[src/rtl/pool_pkg.sv]
// Shared constants, FSM state encoding and source-map helper for the pooling engine.
package pool_pkg;

   localparam int DEFAULT_BIT_DEPTH = 8;
   localparam int MAP_DIM           = 6;
   localparam int POS_W             = 3;
   localparam int ADDR_W            = 5;

   // Stride decode: only 2'b10 selects stride 2, every other code is stride 1.
   localparam logic [1:0]       STRIDE_2_CODE = 2'b10;
   localparam logic [POS_W-1:0] STEP_1        = 3'd1;
   localparam logic [POS_W-1:0] STEP_2        = 3'd2;
   localparam logic [POS_W-1:0] LAST_ORIGIN   = 3'(MAP_DIM - 2);

   typedef enum logic [2:0] {
      IDLE,
      READ,
      COMBINE,
      WRITE,
      DONE
   } pool_state_t;

   // Constant source feature map contents: src[r][c] = 6*r + c.
   function automatic int src_pixel(input int r, input int c);
      return r * MAP_DIM + c;
   endfunction

endpackage

[src/rtl/pool_alu.sv]
// Combinational two-operand reducer: max, truncated average, or pass x.
module pool_alu
   import pool_pkg::*;
#(
   parameter int BIT_DEPTH = DEFAULT_BIT_DEPTH
) (
   input  logic [BIT_DEPTH-1:0] x,
   input  logic [BIT_DEPTH-1:0] y,
   input  logic                 pool_type,
   input  logic                 pool_en,
   output logic [BIT_DEPTH-1:0] result
);

   logic [BIT_DEPTH:0] pair_sum;

   // Sum carries one extra bit so the halved average never overflows.
   assign pair_sum = {1'b0, x} + {1'b0, y};

   // Select the reduction for the latched mode.
   always_comb begin
      // NOTE: every combinational output gets a default first so no path can infer a latch.
      result = x;
      if (pool_en) begin
         if (pool_type) result = (x > y) ? x : y;
         else           result = pair_sum[BIT_DEPTH:1];
      end
   end

endmodule

[src/rtl/pool_top.sv]
// 2x2 pooling engine: scans the 6x6 source map, reduces each window and writes it out.
module pool_top
   import pool_pkg::*;
#(
   parameter int BIT_DEPTH = DEFAULT_BIT_DEPTH
) (
   input  logic                 clk,
   input  logic                 rst,
   input  logic                 start,
   input  logic                 pool_type,
   input  logic                 pool_en,
   input  logic [1:0]           stride,
   output logic                 shift_buffer,
   output logic                 done,
   output logic [BIT_DEPTH-1:0] sum1,
   output logic [BIT_DEPTH-1:0] sum2,
   output logic [BIT_DEPTH-1:0] sum_out,
   output logic [ADDR_W-1:0]    out_dest_addr,
   output logic                 dest_wr_en,
   output logic                 rd_data
);

   pool_state_t state, next_state;

   logic [BIT_DEPTH-1:0] src_map [MAP_DIM][MAP_DIM];

   logic                 pool_type_q;
   logic                 pool_en_q;
   logic                 stride2_q;
   logic [POS_W-1:0]     row;
   logic [POS_W-1:0]     col;
   logic [POS_W-1:0]     row_below;
   logic [POS_W-1:0]     col_right;
   logic [POS_W-1:0]     step;
   logic [ADDR_W-1:0]    dest_idx;
   logic                 last_col;
   logic                 last_row;

   logic [BIT_DEPTH-1:0] pix_a, pix_b, pix_c, pix_d;
   logic [BIT_DEPTH-1:0] top_res, bot_res, win_res;

   // The source map is fixed wiring, read four pixels at a time.
   for (genvar gr = 0; gr < MAP_DIM; gr++) begin : g_row
      for (genvar gc = 0; gc < MAP_DIM; gc++) begin : g_col
         assign src_map[gr][gc] = BIT_DEPTH'(src_pixel(gr, gc));
      end
   end

   assign step      = stride2_q ? STEP_2 : STEP_1;
   assign row_below = row + STEP_1;
   assign col_right = col + STEP_1;
   assign last_col  = (col == LAST_ORIGIN);
   assign last_row  = (row == LAST_ORIGIN);

   pool_alu #(.BIT_DEPTH(BIT_DEPTH)) u_alu_top (
      .x(pix_a), .y(pix_b), .pool_type(pool_type_q), .pool_en(pool_en_q), .result(top_res)
   );

   pool_alu #(.BIT_DEPTH(BIT_DEPTH)) u_alu_bot (
      .x(pix_c), .y(pix_d), .pool_type(pool_type_q), .pool_en(pool_en_q), .result(bot_res)
   );

   pool_alu #(.BIT_DEPTH(BIT_DEPTH)) u_alu_win (
      .x(top_res), .y(bot_res), .pool_type(pool_type_q), .pool_en(pool_en_q), .result(win_res)
   );

   // State register with synchronous active-low reset.
   always_ff @(posedge clk) begin
      // NOTE: sequential state always uses non-blocking assignments so every flop samples pre-edge values.
      if (!rst) state <= IDLE;
      else      state <= next_state;
   end

   // Next-state decode and per-state strobes.
   always_comb begin
      next_state   = state;
      rd_data      = 1'b0;
      dest_wr_en   = 1'b0;
      shift_buffer = 1'b0;
      done         = 1'b0;
      unique case (state)
         IDLE:    if (start) next_state = READ;
         READ: begin
            rd_data    = 1'b1;
            next_state = COMBINE;
         end
         COMBINE: next_state = WRITE;
         WRITE: begin
            dest_wr_en   = 1'b1;
            shift_buffer = last_col && !last_row;
            next_state   = (last_col && last_row) ? DONE : READ;
         end
         DONE: begin
            done       = 1'b1;
            next_state = IDLE;
         end
         default: next_state = IDLE;
      endcase
   end

   // Mode latch, window position, pixel capture and result registers.
   always_ff @(posedge clk) begin
      // NOTE: the source map is constant wiring and needs no reset; every register seen on a port is cleared.
      if (!rst) begin
         pool_type_q   <= 1'b0;
         pool_en_q     <= 1'b0;
         stride2_q     <= 1'b0;
         row           <= '0;
         col           <= '0;
         dest_idx      <= '0;
         pix_a         <= '0;
         pix_b         <= '0;
         pix_c         <= '0;
         pix_d         <= '0;
         sum1          <= '0;
         sum2          <= '0;
         sum_out       <= '0;
         out_dest_addr <= '0;
      end else begin
         unique case (state)
            IDLE: begin
               if (start) begin
                  pool_type_q <= pool_type;
                  pool_en_q   <= pool_en;
                  stride2_q   <= (stride == STRIDE_2_CODE);
                  row         <= '0;
                  col         <= '0;
                  dest_idx    <= '0;
               end
            end
            READ: begin
               pix_a <= src_map[row][col];
               pix_b <= src_map[row][col_right];
               pix_c <= src_map[row_below][col];
               pix_d <= src_map[row_below][col_right];
            end
            COMBINE: begin
               // sum_out is loaded together with the row pairs so it is valid alongside dest_wr_en.
               sum1          <= top_res;
               sum2          <= bot_res;
               sum_out       <= win_res;
               out_dest_addr <= dest_idx;
            end
            WRITE: begin
               dest_idx <= dest_idx + 5'd1;
               if (last_col) begin
                  col <= '0;
                  row <= row + step;
               end else begin
                  col <= col + step;
               end
            end
            default: ;
         endcase
      end
   end

endmodule

[config.mk]
export PLATFORM = sky130hd
export DESIGN_NAME = pool_top
export DESIGN_NICKNAME = d
export VERILOG_FILES = /design/src/rtl/pool_pkg.sv /design/src/rtl/pool_alu.sv /design/src/rtl/pool_top.sv
export SDC_FILE = /design/constraint.sdc
export NUM_CORES = 1
export LEC_CHECK = 0
export BUFFER_PORTS_ARGS = -buffer_cell sky130_fd_sc_hd__buf_2
export CORE_AREA = 4 4 95 132
export CTS_BUF_LIST = sky130_fd_sc_hd__clkbuf_4
export CTS_CLUSTER_DIAMETER = 200
export DETAILED_ROUTE_END_ITERATION = 6
export DIE_AREA = 0 0 99 136
export PLACE_DENSITY = 0.55
export SETUP_SLACK_MARGIN = 0.05
export SLEW_MARGIN = 30
export SYNTH_ARGS = -nofsm -noshare
export SYNTH_HDL_FRONTEND = slang
export SYNTH_SLANG_ARGS = --single-unit
[constraint.sdc]
create_clock -name clk -period 5.17 [get_ports clk]
set_input_delay 0.517 -clock clk [delete_from_list [all_inputs] [get_ports clk]]
set_output_delay 0.517 -clock clk [all_outputs]
set_load 0.02 [all_outputs]
Word level (Yosys, flattened, before mapping)
Memories as Yosys holds them, arrays and structs flattened.
Index checks and enable logic that the tools add are counted.
{ "totals": {"register_bits": 78, "rom_bits": 768, "input_bits": 7, "out_inout_bits": 33, "wordCells": 93, "memories": 2} }
{ "op_classes": {"n_addsub": 8, "order_cmp": 7, "eq_ne": 9, "n_mux": 40, "n_bitwise": 4, "reduce_logical": 8} }
{ "memory_table": {"columns": ["name", "depth", "word_bits", "read_ports", "rd_ports_with_merged_regs", "wr", "line_no", "text"], "rows": [
  ["(no name shown)", 8, 48, 1, 0, 0, "pool_top.sv:135", "pix_d <= src_map[row_below][col_right];"],
  ["(no name shown)", 8, 48, 1, 0, 0, "pool_top.sv:133", "pix_b <= src_map[row][col_right];"]
]} }
{ "ops": {"columns": ["op", "count"], "rows": [
  ["$mux W48", 4],
  ["$mux W8", 17],
  ["$bmux W8 S3", 4],
  ["$add A8 B8 Y9", 3],
  ["$gt A8 B8 Y1", 3],
  ["$ge A4 B4 Y1 const B", 4],
  ["$not A3 Y4", 4],
  ["$mux W3", 5],
  ["$pmux W3 S2", 2],
  ["$pmux W3 S4", 1],
  ["$pmux W5 S2", 1],
  ["$eq A3 B3 Y1 const B", 3],
  ["$add A3 B1 Y3 const B", 2],
  ["$add A3 B2 Y3", 2],
  ["$eq A3 B2 Y1 const B", 2],
  ["$add A5 B1 Y5 const B", 1],
  ["$mux W5", 1],
  ["$mux W1", 4],
  ["$ne A2 B2 Y1 const B", 2],
  ["$reduce_and A2 Y1", 2],
  ["$eq A3 B1 Y1 const B", 1],
  ["$logic_not A3 Y1", 1],
  ["$reduce_and A3 Y1", 1],
  ["$eq A2 B2 Y1 const B", 1],
  ["4 further kinds", 5]
]} }

Longest topological paths before layout
Gate-level depths: netlist (run 1).
{ "depth": {"depth_word": 8, "depth_mapped": 18, "mapped_depth_nobuf": 17} }

Cells and area by module
A second synthesis (run 1) with hierarchy kept.
{ "hier_totals": {"hier_cells": 696, "area_unflattened_um2": 5584.1} }
{ "modules_own_cells": {"columns": ["mod", "instances", "cells_each", "area_each_um2", "seq_area_each_um2"], "rows": [
  ["pool_top", 1, 400, 3339.5, 1361.3],
  ["pool_alu at u_alu_bot ...", 2, 94, 718.2, 0.0],
  ["pool_alu at u_alu_top", 1, 108, 808.3, 0.0]
]} }

Worst setup path before layout (run 1)
Ideal clock, no wire load.
{ "synth_timing": {"path_type": "flip-flop to flip-flop", "from": "register pix_d[1]", "to": "register sum_out[4]", "setup_time_ps": 69, "t_arrival_ps": 3767, "required_ps": 5101, "path_slack_ps": 1334, "stages_incl_launch_ff": 17, "n_path_buf": 0, "synth_period_minus_slack_ps": 3836, "cell_sequence": "dfxtp_1 -> inv_1 -> ha_1 -> nor2b_1 -> o21a_1 -> nor4b_4 -> nor2_2 -> a222oi_1 -> inv_1 -> ha_1 -> or3b_1 -> o21bai_1 -> o21ai_0 -> o21bai_1 -> a21oi_4 -> mux2_1 -> o21ai_1"} }
{ "synth_between": {"elab_chain_len": 8, "elab_cells_between_ends": 10, "classes_between": "2 x add/sub; 2 x order compare; 6 x mux"} }
{ "synth_rtl": {"columns": ["element", "line_no", "text"], "rows": [
  ["start: declaration", "pool_top.sv:39", "logic [BIT_DEPTH-1:0] pix_a, pix_b, pix_c, pix_d;"],
  ["start signal: assignment", "pool_top.sv:135", null],
  ["$gt A8 B8 Y1", "pool_alu.sv:24", "if (pool_type) result = (x > y) ? x : y;"],
  ["$mux W8", "pool_alu.sv:24", null],
  ["$mux W8 (*)", "pool_alu.sv:24", null],
  ["$mux W8 (*)", "pool_alu.sv:23", "if (pool_en) begin"],
  ["net bot_res[2]", "pool_top.sv:40", "logic [BIT_DEPTH-1:0] top_res, bot_res, win_res;"],
  ["$gt A8 B8 Y1", "pool_alu.sv:24", null],
  ["$mux W8", "pool_alu.sv:24", null],
  ["$mux W8 (*)", "pool_alu.sv:24", null],
  ["$mux W8 (*)", "pool_alu.sv:23", null],
  ["end signal: assignment", "pool_top.sv:141", "sum_out <= win_res;"],
  ["end: declaration", "pool_top.sv:17", "output logic [BIT_DEPTH-1:0] sum_out,"]
]} }
Mark *: on every way through the listed nets, which the timed path passes. The rest lies on a longest branch.
A chain may end at the register's enable or synchronous reset.

Worst setup path in the final report (run 1)
{ "layout_timing": {"from": "register pix_d[4]", "to": "register sum_out[4]"} }
The elaborated chain is that of the path after synthesis.

==> results.md, run 1 <==
* Clock Skews at 0.0178 ns
* Worst Tran Pin Value at between 0.9 and 1 ns
* CTS hold repair buffers at 0
* Reg2reg setup slack at about 0.74 ns
* Row Count at 46
* Avg Inst Size Synth at approximately 8.0 um^2
* Critical path data arrival time at 4.81 ns
* Post-Route Utilization at 0.464
* Wirelength per Cell at 17.3 um
* Final min period at about 4.4 ns
* Pwr dens at around 280 nW/um^2
* Hold slack at around 0.33 ns
* Gpl congestion at between 0.8 and 0.9
* Critical path required time at about 5.6 ns
* Setup tns final at 0 ns
* Leakage at 0.00216 uW
* Root Driver: clkbuf_4
* DRC marker count from the first detailed-route iteration at 220
* RSZ-0062 raised after global routing: no
* DIE AREA at ~13000 um^2
* Clk slew on worst S/H paths at around 0.13 ns
* Synth Register Bits at slightly below 70
* Port bufs at 39
* Setup crit end kind: flip-flop
* CP Launch Type: flip-flop
* Top cell type's share of synthesized area at 0.285
* Power share of the clock group at 0.242
* Ys flop type: dfxtp_1
* # Max-Cap Violations at 0
* # resized after CTS at 0
* Worst-Skew Late Latency at approximately 0.44 ns
* Io pins at 40
* Delay-heaviest family, CP: compound AO/OA/AOI/OAI gates
* Vias at 4398
* Warning count from the yosys run at 0
* VDD IR max at roughly 0.095 mV
* Max incr delay on CP at slightly below 0.7 ns
* Psw at roughly 570 uW
* Syn Std Cell Area at roughly 4800 um^2
* Final HPWL DP at approximately 10000 um
* CTS Sinks at 68
* Final net count at around 700
* FILL cells at between 1000 and 1500
* WP buf/inv at 2
* Drt total wl at between 10000 and 15000 um
* Core area at 11300 um^2
* Mean number of vias per cell at approximately 5.6
* Worst path cell trace: inv_1 > ha_1 > and4_1 > nand3_1 > a21boi_1 > nor2_2 > a222oi_1 > inv_1 > ha_1 > or3b_1 > o21bai_1 > o21ai_0 > o21bai_1 > a21oi_4 > mux2_1 > o21ai_1
* Pre-antenna DRT Iters at 6
* Number of distinct library cells after synthesis at between 60 and 70
* Total track usage at 0.207
* Register area share after synthesis at 0.285
* Pre-CTS setup slack at ~0.84 ns
* Area contributors post-synth: dfxtp_1 (29%), ha_1 (14%), a21oi_1 (5.0%)
* Post-route clock period utilization at 0.857
* Hold WC Path Type: in -> reg
* Share of cells above drive strength 1 at 0.123
* Critical path's slowest cell: a222oi_1
* Area Growth Syn to Fin at 10.2%
* Diode count at 0
* Internal Power at 907 uW
* Final WS setup at roughly 0.74 ns
* CTS tree: yes
* Final Max Tran Viols at 0
* Cells after synthesis at around 600
* Total congestion overflow at 0
* Status: complete, no violations
* Vias in the first global route at about 4200
* Max_slew headroom at 0.372
* Logic pwr share at 0.350
* Die W at 99 um
* Final Hold Viols at 0
* First-pass GRT wire length at 22100 um
* Post-synth top area cell: dfxtp_1
* Setup repair bufs after CTS at 0
* Ys async rst share at 0
* Switching share of power at 0.385
* Max FO, Critical Path at 8
* Sequential share of power at 0.408
* Largest net degree at the start of global routing at 51
* Die span in y at 136 um
* Final setup vio count at 0
* Routed Antenna Nets at 0
* Post-synth EDFFs at 0
* Max H-tree Level at 3
* Drt drc at 0
* Maximum clock frequency at 226 MHz
* Critical path type: reg -> reg
* Cts bufs inserted at 9
* Initial Utilization at 0.421
* Initial antenna violation count at 0
* CTS Buffer Depth at 2
-- state kept, by name, indices dropped and copies added (netlist names) --
| name | count |
|---|---|
| out_dest_addr | 5 |
| dest_idx | 5 |
| state | 3 |
| sum_out | 8 |
| sum2 | 8 |
| pix_d | 5 |
| pool_en_q | 1 |
| pool_type_q | 1 |
| sum1 | 8 |
| pix_c | 5 |
| pix_a | 6 |
| col | 3 |
| pix_b | 6 |
| stride2_q | 1 |
| row | 3 |
-- metal layers --
metal | vias up | global-route usage | wire length (um) | part of all wire
met5 | - | 0 | 0 | 0
li1 | 2186 | - | - | -
met1 | 2071 | 0.250 | 5720 | 0.42
met3 | 35 | 0.0380 | 496 | 0.037
met2 | 106 | 0.356 | 6810 | 0.51
met4 | 0 | 0.0904 | 438 | 0.033
-- cell usage after synthesis, types with 4 or more instances --
cell,count
o21bai_1,4
ha_1,55
a222oi_1,5
a21oi_1,48
o21ai_0,23
o221ai_1,4
a211oi_1,20
xor2_1,6
clkbuf_1,30
mux2i_1,5
nor3_1,19
nor3b_1,5
and3_1,7
nand2_1,61
nor2_1,59
o311ai_1,4
nand3_1,17
xnor2_1,14
inv_2,4
fa_1,5
nand2b_1,10
o31ai_1,6
a311oi_1,5
dfxtp_1,68
inv_1,35
o211ai_1,5
o21ai_1,5
nor2b_1,10
-- per-stage QoR --
stage,cells,power [uW],cell area (um^2)
after detailed placement,763,1120,5110
final,779,1480,5260
after global routing,779,1580,5260
after floorplan,605,980,4800
after global placement,763,1120,5110
after CTS,779,1490,5250
-- cell usage in the layout (no fill, tap or decap), types with 6 or more instances in the layout --
master and n:
inv_1 35, nor3_1 19, nor2_1 59, dfxtp_1 68
conb_1 8, xor2_1 6, and3_1 7, buf_4 8
clkbuf_4 10, a211oi_1 20, nor2b_1 10, nand2_1 61
o21ai_0 23, buf_2 39, nand3_1 17, xnor2_1 13
o31ai_1 6, nand2b_1 10, ha_1 55, a21oi_1 48
-- logic make-up after synthesis --
| logic type | share of synthesized area |
|---|---|
| mux | 0.0176 |
| simple gates | 0.205 |
| other cells | 0.00157 |
| xor+xnor | 0.0367 |
| flops | 0.285 |
| fa+ha+maj | 0.165 |
| compound gates | 0.231 |
| buf+inv | 0.0576 |
-- path summary, 6_finish.rpt --
path	startpoint	depth (start not counted)	end
max	pix_d[4]$_SDFFE_PN0P_	16	sum_out[4]$_SDFFE_PN0P_
min	pool_en	3	pool_en_q$_SDFFE_PN0P_
max reg2reg	pix_d[4]$_SDFFE_PN0P_	16	sum_out[4]$_SDFFE_PN0P_
min reg2reg	sum1[5]$_SDFFE_PN0P_	2	sum1[5]$_SDFFE_PN0P_
-- power by group through the flow --
| stage | Combinational (uW) | Sequential [uW] | Clock [uW] |
|---|---|---|---|
| 6_report | 516 | 602 | 358 |
| 5_1_grt | 574 | 607 | 397 |
| 4_1_cts | 513 | 602 | 372 |
| 3_5_place_dp | 510 | 614 | 0 |
| 3_3_place_gp | 505 | 611 | 0 |
| 2_1_floorplan | 366 | 614 | 0 |
-- tightest hold or removal path, delay by kind of cell --
family                 cells  cell delay (ns)
buffers and inverters      1             0.10
AND/OR/NAND/NOR            1             0.06
AO/OA/AOI/OAI              1             0.06
-- final cells by class --
class | count | area [um^2] | area share
clock buffer | 10 | 75.1 | 0.0143
multi-input combinational | 464 | 3180 | 0.603
sequential | 68 | 1360 | 0.259
inverter | 40 | 150 | 0.0285
timing repair buffer | 47 | 255 | 0.0485
clock inverter | 6 | 65.1 | 0.0124
tap | 144 | 180 | 0.0342
(Power assumes the default switching activity.)
==> run 2: changes to the inputs <==
CORE_AREA = 4 4 102 142   (was 4 4 95 132)
DIE_AREA = 0 0 106 146   (was 0 0 99 136)
SYNTH_HIERARCHICAL = 1   (was unset)
==> run 2 against run 1 <==
  * Sequential share of layout area fell by 3.7 points
  * Non-clock buffer count is 3 lower
  * Global-route usage is 0.81 points lower
  * Critical path type unchanged
  * Largest cell class unchanged
  * Largest power group unchanged
==> results.md, run 2 <==
* Initial antenna violation count at 1
* DRC marker count from the first detailed-route iteration at between 300 and 400
* Pre-antenna DRT Iters at 5
* First-pass GRT wire length at about 25000 um
* Cells after synthesis at 696
* Worst Tran Pin Value at ~0.91 ns
* Synth Register Bits at about 70
* Multi-input gate area at between 3000 and 4000 um^2
* Setup tns final at 0 ns
* Max_slew headroom at 0.395
* Critical path type: reg -> reg
* Vias at 5122
* DIE AREA at around 15000 um^2
* Row Count at 50
* Total congestion overflow at 0
* Commonest non-fill, non-tap cell in the layout: nand2_1
* Hold path startpoint: stride[1]
* Post-synth top area cell: dfxtp_1
* Syn Std Cell Area at roughly 5600 um^2
* Area Growth Syn to Fin at 9.75%
* Port bufs at 39
* Final setup vio count at 0
* RSZ-0062 raised after global routing: no
* VDD IR max at approximately 0.15 mV
* Pwr dens at between 200 and 300 nW/um^2
* Psw at around 630 uW
* Initial Utilization at 0.421
* Critical path required time at between 5 and 6 ns
* Number of distinct library cells after synthesis at between 60 and 70
* Leakage at between 0.002 and 0.0025 uW
* Worst R2R Path Depth at 16
* Avg Inst Size Synth at between 8 and 9 um^2
* Delay-heaviest family, CP: compound AO/OA/AOI/OAI gates
* Hold WC Path Type: in -> reg
* Maximum clock frequency at ~250 MHz
* Worst Hold Depth at 3
* # Max-Cap Violations at 0
* Die W at roughly 110 um
* Drt drc at 0
* Total track usage at 0.199
* Routed Antenna Nets at 0
* Top cell type's share of synthesized area at 0.244
* CP Launch Type: flip-flop
* Area contributors post-synth: dfxtp_1 (24%), ha_1 (15%), a21oi_1 (6.5%)
* Min-Delay Endpoint: stride2_q$_SDFFE_PN0P_
* Max FO, Critical Path at 9
* Internal Power at about 980 uW
* CTS hold repair buffers at 0
* Register area share after synthesis at 0.244
* Gpl congestion at a little under 0.9
* Vias in the first global route at approximately 5000
* Cts bufs inserted at 9
* Sequential share of power at 0.382
* Worst R2R Start: pix_a[0]$_SDFFE_PN0P_
* Reg2reg setup slack at 1.12 ns
* Max incr delay on CP at ~0.55 ns
* Warning count from the yosys run at 6
* Post-synth EDFFs at 0
* Worst-Skew Late Latency at ~0.44 ns
* Max H-tree Level at 3
* Critical path data arrival time at 4.37 ns
* Root Driver: clkbuf_4
* Io pins at 40
* Core area at between 10000 and 15000 um^2
* Final min period at 4.05 ns
* Worst path cell trace: ha_1 > fa_1 > nand2b_4 > a221oi_2 > nor2_1 > o21ai_0 > xor2_1 > a211oi_2 > ha_1 > a21oi_1 > o21ai_0 > o22ai_2 > nand3_2 > o221a_1 > nand2_1 > a21oi_1
* Post-route clock period utilization at 0.784
* Clk slew on worst S/H paths at ~0.13 ns
* Drt total wl at roughly 15000 um
* CTS Buffer Depth at 2
* Top post-synthesis cells by count: nand2_1 (85), a21oi_1 (73), dfxtp_1 (68)
* CTS tree: yes
* Post-Route Utilization at 0.462
* CTS Sinks at 68
* # resized after CTS at 0
* Sequential cell area at between 1000 and 1500 um^2
* Logic pwr share at 0.370
* Setup crit end kind: flip-flop
* Largest net degree at the start of global routing at 52
* Ys async rst share at 0
* Final Max Tran Viols at 0
* Reg-to-Reg End: sum_out[1]$_SDFFE_PN0P_
* Regs by FF count: sum1 x8, sum2 x8, sum_out x8
* Most frequent cell after synthesis: nand2_1
* WP buf/inv at 0
* Power share of the clock group at 0.248
* Commonest non-fill, non-tap cells in the layout: nand2_1 (85), a21oi_1 (73), dfxtp_1 (68)
* Share of cells above drive strength 1 at 0.121
* Status: complete, no violations
* Final Hold Viols at 0
* Final HPWL DP at 11700 um
* Final net count at approximately 820
* Ys flop type: dfxtp_1
* Switching share of power at 0.392
* Critical path's slowest cell: a211oi_2
* Die span in y at 146 um
* Mean number of vias per cell at between 5 and 6
* Clock Skews at between 0.02 and 0.03 ns
* Setup repair bufs after CTS at 0
* FILL cells at 1408
* Wirelength per Cell at 16.6 um
## run 2: cell count changes in the layout (fill, tap and decap cells not counted), moves of 11 or more
cell / before / now
a21oi_1: 48 / 73
nor2b_1: 10 / 21
ha_1: 55 / 67
o221a_1: 0 / 11
conb_1: 8 / 24
nand2_1: 61 / 85
nand4_1: 2 / 16
a211oi_1: 20 / 3
inv_1: 35 / 48
nor2_1: 59 / 41
## run 2: cells by family after synthesis
group                    count (synthesis)  synth area share
buffers and inverters                   85            0.0650
XOR/XNOR                                19            0.0345
AO/OA/AOI/OAI                          192             0.241
flip-flops                              68             0.244
adder cells (fa/ha/maj)                 72             0.168
other                                    1          0.000672
AND/OR/NAND/NOR                        244             0.219
multiplexers                            15            0.0273
## run 2: power by group through the flow
stage | Clock, uW | Sequential [uW] | Combinational (uW)
after floorplan | 0 | 619 | 457
after global placement | 0 | 625 | 578
after detailed placement | 0 | 627 | 587
after CTS | 411 | 615 | 590
after global routing | 431 | 622 | 660
final | 399 | 615 | 596
## run 2: cell type report
type | instances | area share
Clock buffer | 9 | 0.0110
Tap cell | 182 | 0.0372
Antenna cell | 1 | 0.000408
Sequential cell | 68 | 0.222
Multi-Input combinational cell | 566 | 0.645
Timing Repair Buffer | 44 | 0.0386
Clock inverter | 6 | 0.0147
Inverter | 51 | 0.0312
## run 2: layer usage
metal  global-route usage  share of wire
met3               0.0275          0.039
met1                0.230           0.40
met5                    0              0
met4               0.0706          0.022
met2                0.368           0.54
## run 2: worst register-to-register path: stages, from the launching register on
cell,delay [ns]
dfxtp_1,0.50
ha_1,0.25
fa_1,0.24
nand2b_4,0.08
a221oi_2,0.33
nor2_1,0.07
o21ai_0,0.19
xor2_1,0.12
a211oi_2,0.55
ha_1,0.42
a21oi_1,0.15
o21ai_0,0.11
o22ai_2,0.36
nand3_2,0.17
o221a_1,0.29
nand2_1,0.06
a21oi_1,0.06
## run 2: how the worst max path moves through the flow
stage,startpoint,to,slack (ns),cells after the start
global placement,pix_b[3]$_SDFFE_PN0P_,sum_out[5]$_SDFFE_PN0P_,1.14,17
finish,pix_a[0]$_SDFFE_PN0P_,sum_out[1]$_SDFFE_PN0P_,1.12,16
detailed placement,pix_b[3]$_SDFFE_PN0P_,sum_out[5]$_SDFFE_PN0P_,1.12,17
global route,pix_a[0]$_SDFFE_PN0P_,sum_out[2]$_SDFFE_PN0P_,0.85,16
floorplan,pix_d[1]$_SDFFE_PN0P_,sum_out[5]$_SDFFE_PN0P_,1.68,18
CTS,pix_b[3]$_SDFFE_PN0P_,sum_out[5]$_SDFFE_PN0P_,1.09,17
## run 2: per-stage QoR
| stage | cells | worst slack (ns) | hold WS, ns | cell area, um^2 | total power [uW] |
|---|---|---|---|---|---|
| 6_report | 927 | 1.12 | 0.318 | 6130 | 1610 |
| 5_1_grt | 927 | 0.852 | 0.305 | 6130 | 1710 |
| 4_1_cts | 926 | 1.09 | 0.287 | 6130 | 1620 |
| 3_5_place_dp | 911 | 1.12 | 0.443 | 5970 | 1210 |
| 3_3_place_gp | 910 | 1.14 | 0.441 | 5960 | 1200 |
| 2_1_floorplan | 719 | 1.68 | 0.431 | 5670 | 1080 |
==> run 3: changes to the inputs <==
ABC_AREA = 1   (was unset)
CORE_AREA = 4 4 106 148   (was 4 4 102 142)
DIE_AREA = 0 0 110 152   (was 0 0 106 146)
clock period = 4.2 ns   (was 5.17 ns; I/O delays follow)
==> run 3 against run 2 <==
  * Critical endpoint is now sum_out[2]$_SDFFE_PN0P_
  * Highest routed layer unchanged
  * Utilization shrank 0.37 points
  * First-iteration DRC count is 43% lower
  * Total power grew 47%
==> results.md, run 3 <==
* Final WS setup at roughly 0.48 ns
* Area contributors post-synth: dfxtp_1 (23%), ha_1 (14%), nand2_1 (13%)
* Placed cell count at ~1200
* Pre-antenna DRT Iters at 4
* Top Layer Used: met4
* Pwr dens at 359 nW/um^2
* Top cell type's share of synthesized area at 0.226
* Io pins at 40
* RSZ-0062 raised after global routing: no
* CTS Sinks at 68
* Number of distinct library cells after synthesis at 41
* Sequential share of power at 0.337
* Cts bufs inserted at 9
* Syn Std Cell Area at between 6000 and 7000 um^2
* Max_slew headroom at 0.637
* Met2 WL at approximately 9200 um
* Setup crit end kind: flip-flop
* Status: complete, no violations
* Vias in the first global route at approximately 5700
* Final Max Tran Viols at 0
* Worst R2R Path Depth at 25
* Maximum clock frequency at 269 MHz
* Root Driver: clkbuf_4
* # Max-Cap Violations at 0
* Most frequent cell after synthesis: nand2_1
* Setup repair bufs after CTS at 0
* Mean number of vias per cell at roughly 5.0
* DIE AREA at between 15000 and 20000 um^2
* Die W at roughly 110 um
* Share of cells above drive strength 1 at 0.107
* Row Count at 52
* Gpl congestion at ~0.87
* Warning count from the yosys run at 6
* WL met1 at 6950 um
* Total congestion overflow at 0
* Critical path type: reg -> reg
* Final Hold Viols at 0
* Regs by FF count: sum1 x8, sum2 x8, sum_out x8
* DRC marker count from the first detailed-route iteration at roughly 190
* # resized after CTS at 0
* Port bufs at 39
* Synth Register Bits at 68
* Worst R2R Start: pix_d[3]$_SDFFE_PN0P_
* Worst Tran Pin Value at roughly 0.54 ns
* Total track usage at 0.209
* Max FO, Critical Path at 9
* Logic pwr share at 0.497
* Die span in y at about 150 um
* CTS hold repair buffers at 0
* Final setup vio count at 0
* Largest net degree at the start of global routing at 52
* Max H-tree Level at 3
* Setup tns final at 0 ns
* Core area at roughly 14000 um^2
* Power share of the clock group at 0.166
* Top post-synthesis cells by count: nand2_1 (214), nor2_1 (120), inv_1 (114)
* WL met3 at ~350 um
* Internal Power at approximately 1200 uW
* Hold slack at 0.276 ns
* First-pass GRT wire length at roughly 28000 um
* Register area share after synthesis at 0.226
* Final net count at 1070
* Final min period at around 3.7 ns
* Drt drc at 0
* Commonest non-fill, non-tap cells in the layout: nand2_1 (214), nor2_1 (120), inv_1 (114)
* VDD IR max at around 0.2 mV
* Reg-to-Reg End: sum_out[2]$_SDFFE_PN0P_
* Placed cell areas at around 6500 um^2
* Psw at approximately 1100 uW
* Leakage at 0.00338 uW
* Pre-CTS setup slack at 0.467 ns
* Drt total wl at 16900 um
* CTS tree: yes
* Area Growth Syn to Fin at 9.41%
* Clk slew on worst S/H paths at between 0.1 and 0.15 ns
* Hold WC Path Type: in -> reg
* Vias at between 5000 and 6000
* Critical path required time at about 4.5 ns
* Hold path startpoint: pool_en
* Post-route clock period utilization at 0.886
* Min-Delay Endpoint: pool_en_q$_SDFFE_PN0P_
* Avg Inst Size Synth at approximately 6.5 um^2
* Ys async rst share at 0
* CTS Buffer Depth at 2
* Post-synth top area cell: dfxtp_1
* Commonest non-fill, non-tap cell in the layout: nand2_1
* CP Launch Type: flip-flop
* Cells after synthesis at 931
* Initial Utilization at 0.419
* Post-synth EDFFs at 0
* Clock Skews at approximately 0.019 ns
* Routed Antenna Nets at 0
* Finished Layout Cells at 1186
* Critical path data arrival time at around 4.1 ns
* Final HPWL DP at roughly 13000 um
* Worst-Skew Late Latency at roughly 0.43 ns
* Initial antenna violation count at 1
* Reg2reg setup slack at ~0.48 ns
* Wirelength per Cell at between 10 and 15 um
* Design Area, Final at ~6600 um^2
* Ys flop type: dfxtp_1
* Worst Hold Depth at 3
* Switching share of power at 0.478
-- run 3: critical path, stage by stage, from the launching register on --
cell	delay, ns
dfxtp_1	0.45
inv_1	0.07
ha_1	0.40
nand2_1	0.07
inv_1	0.12
nand2_1	0.07
nand2_1	0.05
nand2_1	0.08
nand2_4	0.14
nand2_4	0.10
nand2_1	0.07
nand3_1	0.06
a21oi_1	0.29
inv_1	0.13
ha_1	0.37
inv_2	0.09
nor3_4	0.23
nand2_1	0.12
nand2_4	0.12
nand2_4	0.09
nand2_1	0.07
nand3_1	0.06
nand3_1	0.08
nand2_1	0.05
o21ai_0	0.17
nor2_1	0.06
-- run 3: layout make-up --
type                       count  area (um^2)
antenna                        1         2.50
clock buffer                   9         67.6
clock inverter                 7         51.3
fill                        1614         7790
inverter                     124          473
multi-input combinational    735         4100
sequential                    68         1360
tap                          189          236
timing repair buffer          53          300
-- run 3: per-layer routing --
layer | GRT usage | vias up
li1 | - | 3110
met1 | 0.236 | 2697
met2 | 0.394 | 87
met3 | 0.0250 | 26
met4 | 0.0642 | 0
met5 | 0 | -
-- run 3: power by group through the flow --
stage	Combinational [uW]	Clock (uW)	Sequential, uW
after floorplan	845	0	846
after global placement	1170	0	812
after detailed placement	1170	0	813
after CTS	1170	419	798
after global routing	1320	437	811
final	1180	392	796
-- run 3: logic make-up after synthesis --
logic type,synth area share
buffers and inverters,0.108
AND/OR/NAND/NOR,0.362
other,0.000622
XOR/XNOR,0.0102
adder cells (fa/ha/maj),0.156
flip-flops,0.226
AO/OA/AOI/OAI,0.137
-- run 3: through the flow --
stage | util | power, uW
2_1_floorplan | - | 1690
3_3_place_gp | 0.450 | 1980
3_5_place_dp | 0.450 | 1980
4_1_cts | 0.458 | 2390
5_1_grt | 0.458 | 2570
6_report | 0.458 | 2360
-- run 3: worst max path at each step --
stage | to | startpoint | slack, ns
after detailed placement | sum_out[6]$_SDFFE_PN0P_ | pix_d[3]$_SDFFE_PN0P_ | 0.47
final | sum_out[2]$_SDFFE_PN0P_ | pix_d[3]$_SDFFE_PN0P_ | 0.48
after CTS | sum_out[6]$_SDFFE_PN0P_ | pix_d[3]$_SDFFE_PN0P_ | 0.46
after global routing | sum_out[1]$_SDFFE_PN0P_ | pix_d[3]$_SDFFE_PN0P_ | 0.10
after floorplan | sum_out[6]$_SDFFE_PN0P_ | pix_d[5]$_SDFFE_PN0P_ | 1.08
after global placement | sum_out[6]$_SDFFE_PN0P_ | pix_d[3]$_SDFFE_PN0P_ | 0.46
